$ cat src/rtl/cpu_multiply_control.sv
// Sequencer between the integer pipeline and an external 32x32 multiplier: launches the
// multiply, then fixes up the high word for MULHSU. Optional one-entry product cache: CPU_MUL_RESULT_CACHE_EN.
module cpu_multiply_control (
    input  logic        i_clock,
    input  logic        i_reset,
    input  logic        i_request,
    input  logic [1:0]  i_funct,
    input  logic [31:0] i_op1,
    input  logic [31:0] i_op2,
    output logic        o_busy,
    output logic        o_ready,
    output logic [31:0] o_rd,
    output logic        o_mul_latch,
    output logic        o_mul_signed,
    output logic [31:0] o_mul_op1,
    output logic [31:0] o_mul_op2,
    input  logic        i_mul_ready,
    input  logic [63:0] i_mul_result
);

    typedef enum logic [1:0] {IDLE, WAIT, FIXUP, DONE} state_t;

    localparam logic [1:0] FUNCT_MUL    = 2'b00;
    localparam logic [1:0] FUNCT_MULH   = 2'b01;
    localparam logic [1:0] FUNCT_MULHSU = 2'b10;
    localparam logic [1:0] FUNCT_MULHU  = 2'b11;

    state_t      state_reg, state_next;
    logic [2:0]  drain_reg;
    logic [1:0]  funct_reg;
    logic [31:0] op1_reg, op2_reg;
    logic [63:0] prod_reg;
    logic [31:0] rd_reg, rd_next;
    logic        mul_latch_reg;
    logic        mul_signed_reg;
    logic        accept;
    logic        cache_hit;
    logic [63:0] hit_prod;

`ifdef CPU_MUL_RESULT_CACHE_EN
    logic        cache_valid_reg;
    logic [31:0] cache_op1_reg, cache_op2_reg;
    logic        cache_signed_reg;
    logic [63:0] cache_prod_reg;

    // Signed class is part of the key: MUL/MULHSU/MULHU share the unsigned product.
    assign cache_hit = cache_valid_reg && (cache_op1_reg == i_op1) && (cache_op2_reg == i_op2)
                       && (cache_signed_reg == (i_funct == FUNCT_MULH));
    assign hit_prod  = cache_prod_reg;

    always_ff @(posedge i_clock) begin
        if (i_reset) begin
            cache_valid_reg  <= 1'b0;
            cache_op1_reg    <= '0;
            cache_op2_reg    <= '0;
            cache_signed_reg <= 1'b0;
            cache_prod_reg   <= '0;
        end else if (state_reg == WAIT && i_mul_ready) begin
            cache_valid_reg  <= 1'b1;
            cache_op1_reg    <= op1_reg;
            cache_op2_reg    <= op2_reg;
            cache_signed_reg <= mul_signed_reg;
            cache_prod_reg   <= i_mul_result;
        end
    end
`else
    assign cache_hit = 1'b0;
    assign hit_prod  = '0;
`endif

    always_comb begin
        state_next = state_reg;
        accept     = 1'b0;
        case (state_reg)
            IDLE: begin
                if (i_request && drain_reg == 3'd0) begin
                    accept     = 1'b1;
                    state_next = cache_hit ? FIXUP : WAIT;
                end
            end
            WAIT:    if (i_mul_ready) state_next = FIXUP;
            FIXUP:   state_next = DONE;
            DONE:    state_next = IDLE;
            default: state_next = IDLE;
        endcase
    end

    // MULHSU is issued unsigned; subtracting op2 when op1 is negative restores the signed-op1 high word.
    always_comb begin
        rd_next = prod_reg[63:32];
        case (funct_reg)
            FUNCT_MUL:    rd_next = prod_reg[31:0];
            FUNCT_MULH:   rd_next = prod_reg[63:32];
            FUNCT_MULHSU: rd_next = prod_reg[63:32] - (op1_reg[31] ? op2_reg : 32'd0);
            FUNCT_MULHU:  rd_next = prod_reg[63:32];
            default:      rd_next = prod_reg[63:32];
        endcase
    end

    always_ff @(posedge i_clock) begin
        if (i_reset) begin
            state_reg      <= IDLE;
            drain_reg      <= 3'd5;
            funct_reg      <= '0;
            op1_reg        <= '0;
            op2_reg        <= '0;
            prod_reg       <= '0;
            rd_reg         <= '0;
            mul_latch_reg  <= 1'b0;
            mul_signed_reg <= 1'b0;
        end else begin
            state_reg     <= state_next;
            mul_latch_reg <= (state_next == WAIT);
            if (drain_reg != 3'd0)
                drain_reg <= drain_reg - 3'd1;
            if (accept) begin
                funct_reg      <= i_funct;
                op1_reg        <= i_op1;
                op2_reg        <= i_op2;
                mul_signed_reg <= (i_funct == FUNCT_MULH);
            end
            if (state_reg == WAIT && i_mul_ready)
                prod_reg <= i_mul_result;
            else if (accept && cache_hit)
                prod_reg <= hit_prod;
            if (state_reg == FIXUP)
                rd_reg <= rd_next;
        end
    end

    assign o_busy       = (state_reg != IDLE) || (drain_reg != 3'd0);
    assign o_ready      = (state_reg == DONE);
    assign o_rd         = rd_reg;
    assign o_mul_latch  = mul_latch_reg;
    assign o_mul_signed = mul_signed_reg;
    assign o_mul_op1    = op1_reg;
    assign o_mul_op2    = op2_reg;

endmodule

$ cat config.mk
export PLATFORM = sky130hd
export DESIGN_NAME = cpu_multiply_control
export DESIGN_NICKNAME = d
export VERILOG_FILES = /design/src/rtl/cpu_multiply_control.sv
export SDC_FILE = /design/constraint.sdc
export NUM_CORES = 1
export LEC_CHECK = 0
export ABC_CLOCK_PERIOD_IN_PS = 5300
export BUFFER_PORTS_ARGS = -buffer_cell sky130_fd_sc_hd__buf_4
export CORE_ASPECT_RATIO = 1.2
export CORE_MARGIN = 2
export CORE_UTILIZATION = 45
export DETAILED_ROUTE_END_ITERATION = 10
export PLACE_DENSITY = 0.7
export SYNTH_ARGS = -nofsm -noshare
export SYNTH_HDL_FRONTEND = slang
export SYNTH_SLANG_ARGS = --single-unit
$ cat constraint.sdc
create_clock -name i_clock -period 5.3 [get_ports i_clock]
set_input_delay 1.06 -clock i_clock [delete_from_list [all_inputs] [get_ports i_clock]]
set_output_delay 1.06 -clock i_clock [all_outputs]
set_load 0.005 [all_outputs]
==> results of run 1 <==
stage by stage:
stage / utilization / instances
finish: 0.594 / 1527
global route: 0.594 / 1527
CTS: 0.594 / 1527
detailed placement: 0.561 / 1495
global placement: 0.561 / 1495
floorplan: - / 1101
power breakdown:
group / total, mW / switching [mW] / internal [mW]
Sequential: 1.34 / 0.0303 / 1.31
Clock: 1.28 / 0.555 / 0.722
Combinational: 0.508 / 0.277 / 0.231
Total: 3.12 / 0.863 / 2.26
kinds of logic (layout without fill, tap and decap cells):
kind of cell / after synthesis / count (layout)
simple gates: 458 / 458
buf+inv: 88 / 290
mux: 12 / 12
fa+ha+maj: 37 / 37
flops: 169 / 169
compound gates: 315 / 315
xor+xnor: 22 / 22
routing by layer:
layer	wire length [um]	track usage	up-vias
li1	-	-	4181
met1	11200	0.335	3947
met2	13000	0.461	263
met3	1720	0.0606	36
met4	409	0.0670	0
met5	0	0	-
cell type report:
class / count / area [sq um]
timing repair buffer: 246 / 1850
tap: 224 / 280
clock inverter: 13 / 158
multi-input combinational: 844 / 4600
clock buffer: 19 / 443
fill: 1718 / 7350
sequential: 169 / 3380
inverter: 12 / 45.0
path summary, 6_finish.rpt:
path                         startpoint                         end  slack, ns  depth (start not counted)
max          o_mul_op1[31]$_SDFFE_PP0P_       o_rd[16]$_SDFFE_PP0N_       2.32                         10
min          o_mul_op1[27]$_SDFFE_PP0P_  o_mul_op1[27]$_SDFFE_PP0P_       0.45                          2
max reg2reg  o_mul_op1[31]$_SDFFE_PP0P_       o_rd[16]$_SDFFE_PP0N_       2.32                         10
min reg2reg  o_mul_op1[27]$_SDFFE_PP0P_  o_mul_op1[27]$_SDFFE_PP0P_       0.45                          2
cells in the mapped netlist, types with 8 or more instances:
| master | count |
|---|---|
| o21ai_0 | 37 |
| nor2_1 | 33 |
| nand2_1 | 349 |
| clkbuf_1 | 62 |
| o221ai_1 | 8 |
| a221oi_1 | 15 |
| nand2b_1 | 9 |
| xor2_1 | 10 |
| inv_1 | 12 |
| a21oi_1 | 179 |
| nor3_1 | 14 |
| a211oi_1 | 12 |
| nand4_1 | 11 |
| a21o_1 | 9 |
| xnor2_1 | 12 |
| buf_1 | 8 |
| or3_1 | 8 |
| ha_1 | 36 |
| mux2i_1 | 11 |
| o211ai_1 | 8 |
| dfxtp_1 | 169 |
layout by cell type, fill, tap and decap left out, types with 3 or more instances in the layout:
cell type	netlist	routed
nor2_1	33	33
nand4_1	11	11
dfxtp_1	169	169
nand3_1	5	4
o21bai_1	4	4
inv_1	12	12
xnor2_1	12	12
or3_1	8	8
o31ai_1	4	4
o221ai_1	8	8
and3_1	7	7
mux2i_1	11	11
nor3_1	14	13
a21oi_1	179	179
nand2b_1	9	9
o21ai_0	37	37
clkbuf_16	0	17
o211ai_1	8	8
and2_1	3	3
buf_4	0	246
inv_6	0	3
nand2_1	349	349
inv_8	0	3
xor2_1	10	10
a211o_1	4	4
o21a_1	5	5
nor2b_1	7	6
a221oi_1	15	15
o21ai_1	3	3
a21o_1	9	9
ha_1	36	36
a31oi_1	5	5
a211oi_1	12	12
worst max-delay path, stage by stage (launching register included):
cell and delay [ns]:
dfxtp_1 0.36, buf_4 0.36, nand2_1 0.10, ha_1 0.35, a21o_1 0.21, a221o_2 0.45, a31o_4 0.27, o31ai_2 0.25
o21ai_1 0.13, xnor2_1 0.14, a221oi_1 0.26
==> flow_summary_export.csv, run 1 <==
group,metric,value,unit
outcome,run_status,"finished, final reports clean",
synthesis,syn-instance-count,1101,
critical_path,crit_fanout,31,
route,wirelength,26300,um
layout,layout.cell_area.non_filler,10800,sq um
power,totalPowerFinal,3.12,mW
synthesis,post-synth-top-area-fraction,0.407,
route,drc_errors,0,
synthesis,post-synth-top-area-cell,"dfxtp_1",
synthesis,synth_fp_nets,1272,
layout,layout_cells_sized_above_1,0.223,
synthesis,dominant_combinational_cell_family_by_area_after_synthesis,"compound AO/OA/AOI/OAI gates",
global_routing,grt_first_pass_wirelength,41800,um
place,place_area,10200,sq um
clock_network,cts-resized-gates,0,
route,drt-wirelength-per-cell,17.2,um
synthesis,share_of_synthesized_cell_area_in_and_or_nand_and_nor_gates,0.229,
place,place.gp.congestion,0.928,
synthesis,synth.top_cells.by_area,"dfxtp_1, nand2_1, a21oi_1, ha_1, clkbuf_1",
synthesis,yosys_warnings,0,
clock_network,cts_tree,"done",
layout,syn2layout_area_growth,29.5,%
critical_path,worst_ep_arrival_time,3.32,ns
clock_network,cts.sink_count,169,
global_routing,largest_net_degree_at_the_start_of_global_routing,65,
synthesis,post_synth_mux_area_share,0.0146,
sta,timing.final.hold_violations,0,
die,placeableCoreArea,18100,sq um
route,avgViaCountPerCell,5.52,
die,io-pin-count,234,
clock_network,tritoncts.num_buffers,17,
sta,setup_total_negative_slack,0,ns
sta,maxSlewViolCount,0,
synthesis,yosys.area_share.xor_xnor,0.0232,
sta,period_needed,2.98,ns
sta,setup_repair_after_global_routing_missed_its_margin,"no",
power,power_per_cell_area,290,nW/um^2
sta,least_setup_slack_across_all_paths_after_layout,2.32,ns
sta,finalSetupViolations,0,
place,placement.setup.worst_slack,2.36,ns
die,dieHeight,153,um
layout,flip_flop_count_of_the_largest_register_all_copies_and_words_added,64,
synthesis,synth-seq-cells,169,
synthesis,synth_sequential_area_ratio,0.407,
synthesis,synth_edf_count,0,
synthesis,mapped_area,8310,sq um
route,dr_total_vias,8427,
clock_network,cts_hold_buf,0,
global_routing,global_route.usage.total,0.267,
power,vdd_drop_max,0.000224,V
layout,total_inserted_antenna_cells,0,
die,initial_core_util,0.459,
critical_path,critPathRequiredTime,5.64,ns
clock_network,clk_pin_slew,0.07,ns
route,drt-pass1-iter-count,5,
die,core.rowCount,54,
synthesis,ys_types,60,
clock_network,cts-htree-levels,4,
global_routing,initial_antenna_violation_count,0,
sta,clock-skew-final,0.0124,ns
sta,slew_headroom,0.377,
global_routing,first_global_vias,8097,
global_routing,globalRouteOverflowTotal,0,
power,p_leak,4.46,nW
synthesis,synth_async_sr_flop_share,0,
worst_hold_path,hp-class,"reg2reg",
synthesis,syn_area_per_cell,7.54,sq um
sta,whs,0.455,ns
synthesis,yosys.area_share.adder,0.0566,
clock_network,cts_max_path_buffers,2,
clock_network,clkLatencyLatePin,0.44,ns
die,design.die.area,19600,sq um
route,drt_iter0_drc,488,
clock_network,root_buffer,"clkbuf_16",
critical_path,timing.critical_path.from_type,"register",
route,ant_nets,0,
sta,final.period_utilization,0.562,
sta,worst_pin_slew,0.933,ns
layout,final_layout_net_count,1461,
synthesis,synth_compound_area_frac,0.229,
critical_path,path_class,"reg2reg",
place,dp.final_hpwl,18800,um
synthesis,ys_dominant_reg_cell,"dfxtp_1",
die,die_x,128,um
place,port_buffers,233,
critical_path,critPathCaptureType,"register",
sta,max_freq,336,MHz
run,cap_viol_max_count,0,
clock_network,post_cts_setup_buffer_count,0,
Note: power is estimated with default switching activity, not from simulation.
==> run 2: changes to the inputs <==
--- a/config.mk
+++ b/config.mk
@@ -5,7 +5,7 @@
 export SDC_FILE = /design/constraint.sdc
 export NUM_CORES = 1
 export LEC_CHECK = 0
-export ABC_CLOCK_PERIOD_IN_PS = 5300
+export ABC_CLOCK_PERIOD_IN_PS = 2900
 export BUFFER_PORTS_ARGS = -buffer_cell sky130_fd_sc_hd__buf_4
 export CORE_ASPECT_RATIO = 1.2
 export CORE_MARGIN = 2
==> constraint.sdc (replaced) <==
create_clock -name i_clock -period 2.9 [get_ports i_clock]
set_input_delay 0.58 -clock i_clock [delete_from_list [all_inputs] [get_ports i_clock]]
set_output_delay 0.58 -clock i_clock [all_outputs]
set_load 0.005 [all_outputs]
==> flow_summary_export.csv, run 2 (synthesized netlist as in run 1, its figures left out) <==
group,metric,value,unit
place,place.gp.congestion,0.951,
route,drt_iter0_drc,541,
clock_network,cts_max_path_buffers,2,
clock_network,cts.sink_count,169,
sta,max_freq,364,MHz
clock_network,tritoncts.num_buffers,17,
layout,final_layout_net_count,1483,
sta,timing.final.hold_violations,0,
power,p_leak,4.59,nW
critical_path,path_class,"reg2reg",
die,core.rowCount,54,
sta,period_needed,2.74,ns
sta,worst_pin_slew,0.649,ns
critical_path,crit_fanout,17,
global_routing,first_global_vias,8184,
route,drc_errors,0,
clock_network,clkLatencyLatePin,0.44,ns
global_routing,globalRouteOverflowTotal,0,
layout,layout.cell_area.non_filler,11000,sq um
place,place_area,10300,sq um
global_routing,grt_first_pass_wirelength,42300,um
critical_path,reg2reg_slack,0.16,ns
sta,final.period_utilization,0.946,
sta,clock-skew-final,0.0100,ns
clock_network,root_buffer,"clkbuf_16",
route,dr_total_vias,8479,
route,avgViaCountPerCell,5.47,
critical_path,timing.critical_path.from_type,"register",
power,vdd_drop_max,0.000396,V
place,dp.final_hpwl,19600,um
critical_path,critPathRequiredTime,3.22,ns
route,drt-wirelength-per-cell,17.3,um
die,dieHeight,153,um
die,design.die.area,19600,sq um
clock_network,cts-htree-levels,4,
critical_path,critPathCaptureType,"register",
layout,flip_flop_count_of_the_largest_register_all_copies_and_words_added,64,
place,port_buffers,233,
sta,slew_headroom,0.567,
route,wirelength,26800,um
power,power_per_cell_area,529,nW/um^2
die,die_x,128,um
outcome,run_status,"finished, final reports clean",
worst_hold_path,hp-class,"in2reg",
global_routing,largest_net_degree_at_the_start_of_global_routing,60,
critical_path,worst_ep_arrival_time,3.07,ns
route,ant_nets,0,
layout,syn2layout_area_growth,32.4,%
global_routing,global_route.usage.total,0.271,
clock_network,cts_tree,"done",
route,drt-pass1-iter-count,5,
layout,most-common-layout-cells,"nand2_1, buf_4, a21oi_1",
layout,layout.cells.most_common,"nand2_1",
sta,setup_total_negative_slack,0,ns
run,cap_viol_max_count,0,
global_routing,initial_antenna_violation_count,1,
sta,maxSlewViolCount,0,
power,totalPowerFinal,5.82,mW
die,initial_core_util,0.459,
clock_network,clk_pin_slew,0.07,ns
die,io-pin-count,234,
sta,setup_repair_after_global_routing_missed_its_margin,"no",
layout,layout_cells_sized_above_1,0.242,
die,placeableCoreArea,18100,sq um
sta,finalSetupViolations,0,
[run 2: cell types whose count changed in the layout (fill, tap and decap cells not counted), sizes merged]
cell / delta
clkbuf: -1
buf: +22
diode: +1
clkinvlp: -2
inv: +3
[run 2: power breakdown]
group / leakage, nW / switching, mW / internal [mW] / total, mW
logic: 2.92 / 0.513 / 0.462 / 0.975
clock network: 0.307 / 1.06 / 1.34 / 2.40
registers: 1.37 / 0.0565 / 2.39 / 2.45
total: 4.59 / 1.63 / 4.19 / 5.82
[run 2: through the flow]
| stage | std cells | worst slack, ns | hold WS [ns] | utilization |
|---|---|---|---|---|
| floorplan | 1101 | 0.0588 | 0.432 | - |
| global placement | 1514 | 0.141 | 0.442 | 0.570 |
| detailed placement | 1514 | 0.0568 | 0.447 | 0.570 |
| CTS | 1546 | 0.0172 | 0.371 | 0.604 |
| global route | 1550 | 0.00836 | 0.374 | 0.607 |
| finish | 1550 | 0.155 | 0.378 | 0.607 |
[run 2: final cells by class]
type / count / area (sq um)
diodes: 1 / 2.50
clock buffers: 18 / 439
clock inverters: 14 / 179
fillers: 1680 / 7110
inverters: 12 / 45.0
multi-input cells: 844 / 4630
flip-flops and latches: 169 / 3390
well taps: 224 / 280
repair buffers: 268 / 2040
[run 2: what timing repair did]
action	CTS	global route
setup buffers	0	3
gates resized for setup	0	12
endpoints found under the hold margin	0	0
setup endpoints to repair	0	13
hold buffers	0	0
[run 2: worst paths after layout]
kind	endpoint	cells after the start	from
hold / removal	o_mul_op2[0]$_SDFFE_PP0P_	3	i_op2[0]
setup reg to reg	o_rd[24]$_SDFFE_PP0N_	11	o_mul_op1[31]$_SDFFE_PP0P_
setup / recovery	o_rd[24]$_SDFFE_PP0N_	11	o_mul_op1[31]$_SDFFE_PP0P_
hold reg to reg	o_mul_op1[2]$_SDFFE_PP0P_	2	o_mul_op1[2]$_SDFFE_PP0P_
[run 2: metal layers]
metal | global-route usage | part of all wire
met1 | 0.335 | 0.42
met2 | 0.460 | 0.49
met3 | 0.0529 | 0.061
met4 | 0.109 | 0.028
met5 | 0 | 0
[run 2: critical path, stage by stage (launching register included)]
cell      delay [ns]
dfxtp_2         0.34
buf_4           0.13
buf_6           0.18
nand2_1         0.07
ha_1            0.33
and3_1          0.17
a221o_2         0.39
a31o_4          0.28
o311ai_4        0.28
a211oi_1        0.12
a31oi_1         0.22
a21oi_1         0.11
==> run 3: changes to the inputs <==
==> constraint.sdc (replaced) <==
create_clock -name i_clock -period 2.9 [get_ports i_clock]
set_input_delay 0.58 -clock i_clock [delete_from_list [all_inputs] [get_ports i_clock]]
set_output_delay 0.58 -clock i_clock [all_outputs]
set_load 0.02 [all_outputs]
==> flow_summary_export.csv, run 3 (synthesized netlist as in run 1, its figures left out) <==
group,metric,value,unit
global_routing,global_route.usage.total,0.262,
critical_path,timing.rr.start,"o_mul_op2[0]$_SDFFE_PP0P_",
critical_path,path_class,"reg2reg",
die,core.rowCount,54,
clock_network,root_buffer,"clkbuf_16",
route,dr_total_vias,8386,
sta,setup_repair_after_global_routing_missed_its_margin,"no",
layout,layout.cells.most_common,"nand2_1",
critical_path,timing.critical_path.from_type,"register",
route,ant_nets,0,
critical_path,cpLargestDelayFamily,"compound AO/OA/AOI/OAI gates",
layout,flip_flop_count_of_the_largest_register_all_copies_and_words_added,64,
clock_network,cts.sink_count,169,
route,drt-wirelength-per-cell,16.7,um
clock_network,clk_pin_slew,0.07,ns
sta,timing.final.hold_violations,0,
layout,layout_cells_sized_above_1,0.236,
global_routing,initial_antenna_violation_count,0,
power,power_per_cell_area,520,nW/um^2
worst_hold_path,min_to,"o_mul_op1[19]$_SDFFE_PP0P_",
layout,filler_cell_count,1713,
critical_path,crit_fanout,4,
global_routing,first_global_vias,8256,
route,wirelength,25700,um
die,placeableCoreArea,18100,sq um
worst_hold_path,worst_hold_path.num_cells,3,
die,design.die.area,19600,sq um
critical_path,ff2ff_path_depth,11,
clock_network,cts_hold_buf,0,
layout,final_layout_net_count,1473,
clock_network,clkLatencyLatePin,0.44,ns
route,avgViaCountPerCell,5.45,
power,totalPowerFinal,5.66,mW
die,initial_core_util,0.459,
critical_path,critPathRequiredTime,3.24,ns
critical_path,critical-path-max-stage-delay,0.39,ns
clock_network,tritoncts.num_buffers,17,
global_routing,grt_first_pass_wirelength,41200,um
sta,whs,0.377,ns
place,dp.final_hpwl,18800,um
critical_path,r2r-end,"o_rd[16]$_SDFFE_PP0N_",
place,place.gp.congestion,0.978,
critical_path,critical-path-slowest-cell,"a221o_2",
critical_path,worst_ep_arrival_time,3.07,ns
sta,clock-skew-final,0.00873,ns
sta,slew_headroom,0.364,
die,die_x,128,um
power,p_leak,4.51,nW
power,vdd_drop_max,0.000413,V
sta,max_freq,367,MHz
critical_path,reg2reg_slack,0.17,ns
clock_network,cts_max_path_buffers,2,
critical_path,path_length_in_cells_of_the_critical_path,11,
layout,most-common-layout-cells,"nand2_1, buf_4, a21oi_1",
route,drt-pass1-iter-count,5,
die,dieHeight,153,um
layout,total_inserted_antenna_cells,0,
place,placement.setup.worst_slack,0.0700,ns
critical_path,crit_chain,"and2_1, ha_1, inv_1, fa_2, a21o_1, a221o_2, a31o_4, o31ai_4, o21ai_1, xnor2_1, a221oi_1",
place,port_buffers,233,
worst_hold_path,hold_path.startpoint,"i_op1[19]",
worst_hold_path,hp-class,"in2reg",
die,io-pin-count,234,
sta,maxSlewViolCount,0,
run,cap_viol_max_count,0,
clock_network,cts-htree-levels,4,
sta,least_setup_slack_across_all_paths_after_layout,0.173,ns
global_routing,globalRouteOverflowTotal,0,
critical_path,worstPathBufferInverterCount,1,
route,drc_errors,0,
clock_network,cts_tree,"done",
sta,worst_pin_slew,0.955,ns
sta,final.period_utilization,0.940,
route,drt_iter0_drc,570,
global_routing,largest_net_degree_at_the_start_of_global_routing,67,
critical_path,critPathCaptureType,"register",
sta,period_needed,2.73,ns
layout,syn2layout_area_growth,31.0,%
outcome,run_status,"finished, final reports clean",
sta,finalSetupViolations,0,
sta,setup_total_negative_slack,0,ns
## run 3: per-stage QoR
| stage | std cells | instance area, sq um | utilization |
|---|---|---|---|
| 2_1_floorplan | 1101 | 8310 | - |
| 3_3_place_gp | 1507 | 10300 | 0.568 |
| 3_5_place_dp | 1507 | 10300 | 0.568 |
| 4_1_cts | 1539 | 10900 | 0.599 |
| 5_1_grt | 1539 | 10900 | 0.601 |
| 6_report | 1539 | 10900 | 0.601 |
## run 3: area by class of cell
cell class | instances | area [sq um] | area share
multi-input cells | 844 | 4630 | 0.425
well taps | 224 | 280 | 0.0258
repair buffers | 258 | 1970 | 0.182
inverters | 12 | 45.0 | 0.00414
clock buffers | 18 | 439 | 0.0404
flip-flops and latches | 169 | 3380 | 0.311
clock inverters | 14 | 128 | 0.0117
## run 3: worst max-delay path by stage
stage / from / to / slack, ns
floorplan: o_mul_op1[31]$_SDFFE_PP0P_ / o_rd[16]$_SDFFE_PP0N_ / 0.05
global placement: o_mul_op2[0]$_SDFFE_PP0P_ / o_rd[16]$_SDFFE_PP0N_ / 0.13
detailed placement: o_mul_op2[0]$_SDFFE_PP0P_ / o_rd[16]$_SDFFE_PP0N_ / 0.07
CTS: o_mul_op2[0]$_SDFFE_PP0P_ / o_rd[16]$_SDFFE_PP0N_ / 0.04
global route: o_mul_op1[31]$_SDFFE_PP0P_ / o_rd[21]$_SDFFE_PP0N_ / 0.02
finish: o_mul_op2[0]$_SDFFE_PP0P_ / o_rd[16]$_SDFFE_PP0N_ / 0.17
## run 3: layer usage
metal / global-route usage / up-vias / wire [um]
li1: - / 4197 / -
met1: 0.322 / 3842 / 10800
met5: 0 / - / 0
met2: 0.440 / 294 / 12500
met4: 0.0989 / 0 / 662
met3: 0.0651 / 53 / 1770
## run 3: tightest hold or removal path, delay by kind of cell
kind,cells,cell delay [ns]
simple gates,1,0.04
compound gates,1,0.05
buf+inv,1,0.11
## run 3: timing repair
action / 4_1_cts / 5_1_grt
gates resized for setup: 0 / 9
endpoints found under the setup margin: 0 / 11
setup buffers: 0 / 0
## run 3: report_power, final
part / leakage [nW] / switching, mW / internal, mW / total (mW)
clock: 0.268 / 1.06 / 1.15 / 2.21
sequential: 1.37 / 0.0545 / 2.39 / 2.45
combinational: 2.88 / 0.549 / 0.452 / 1.00
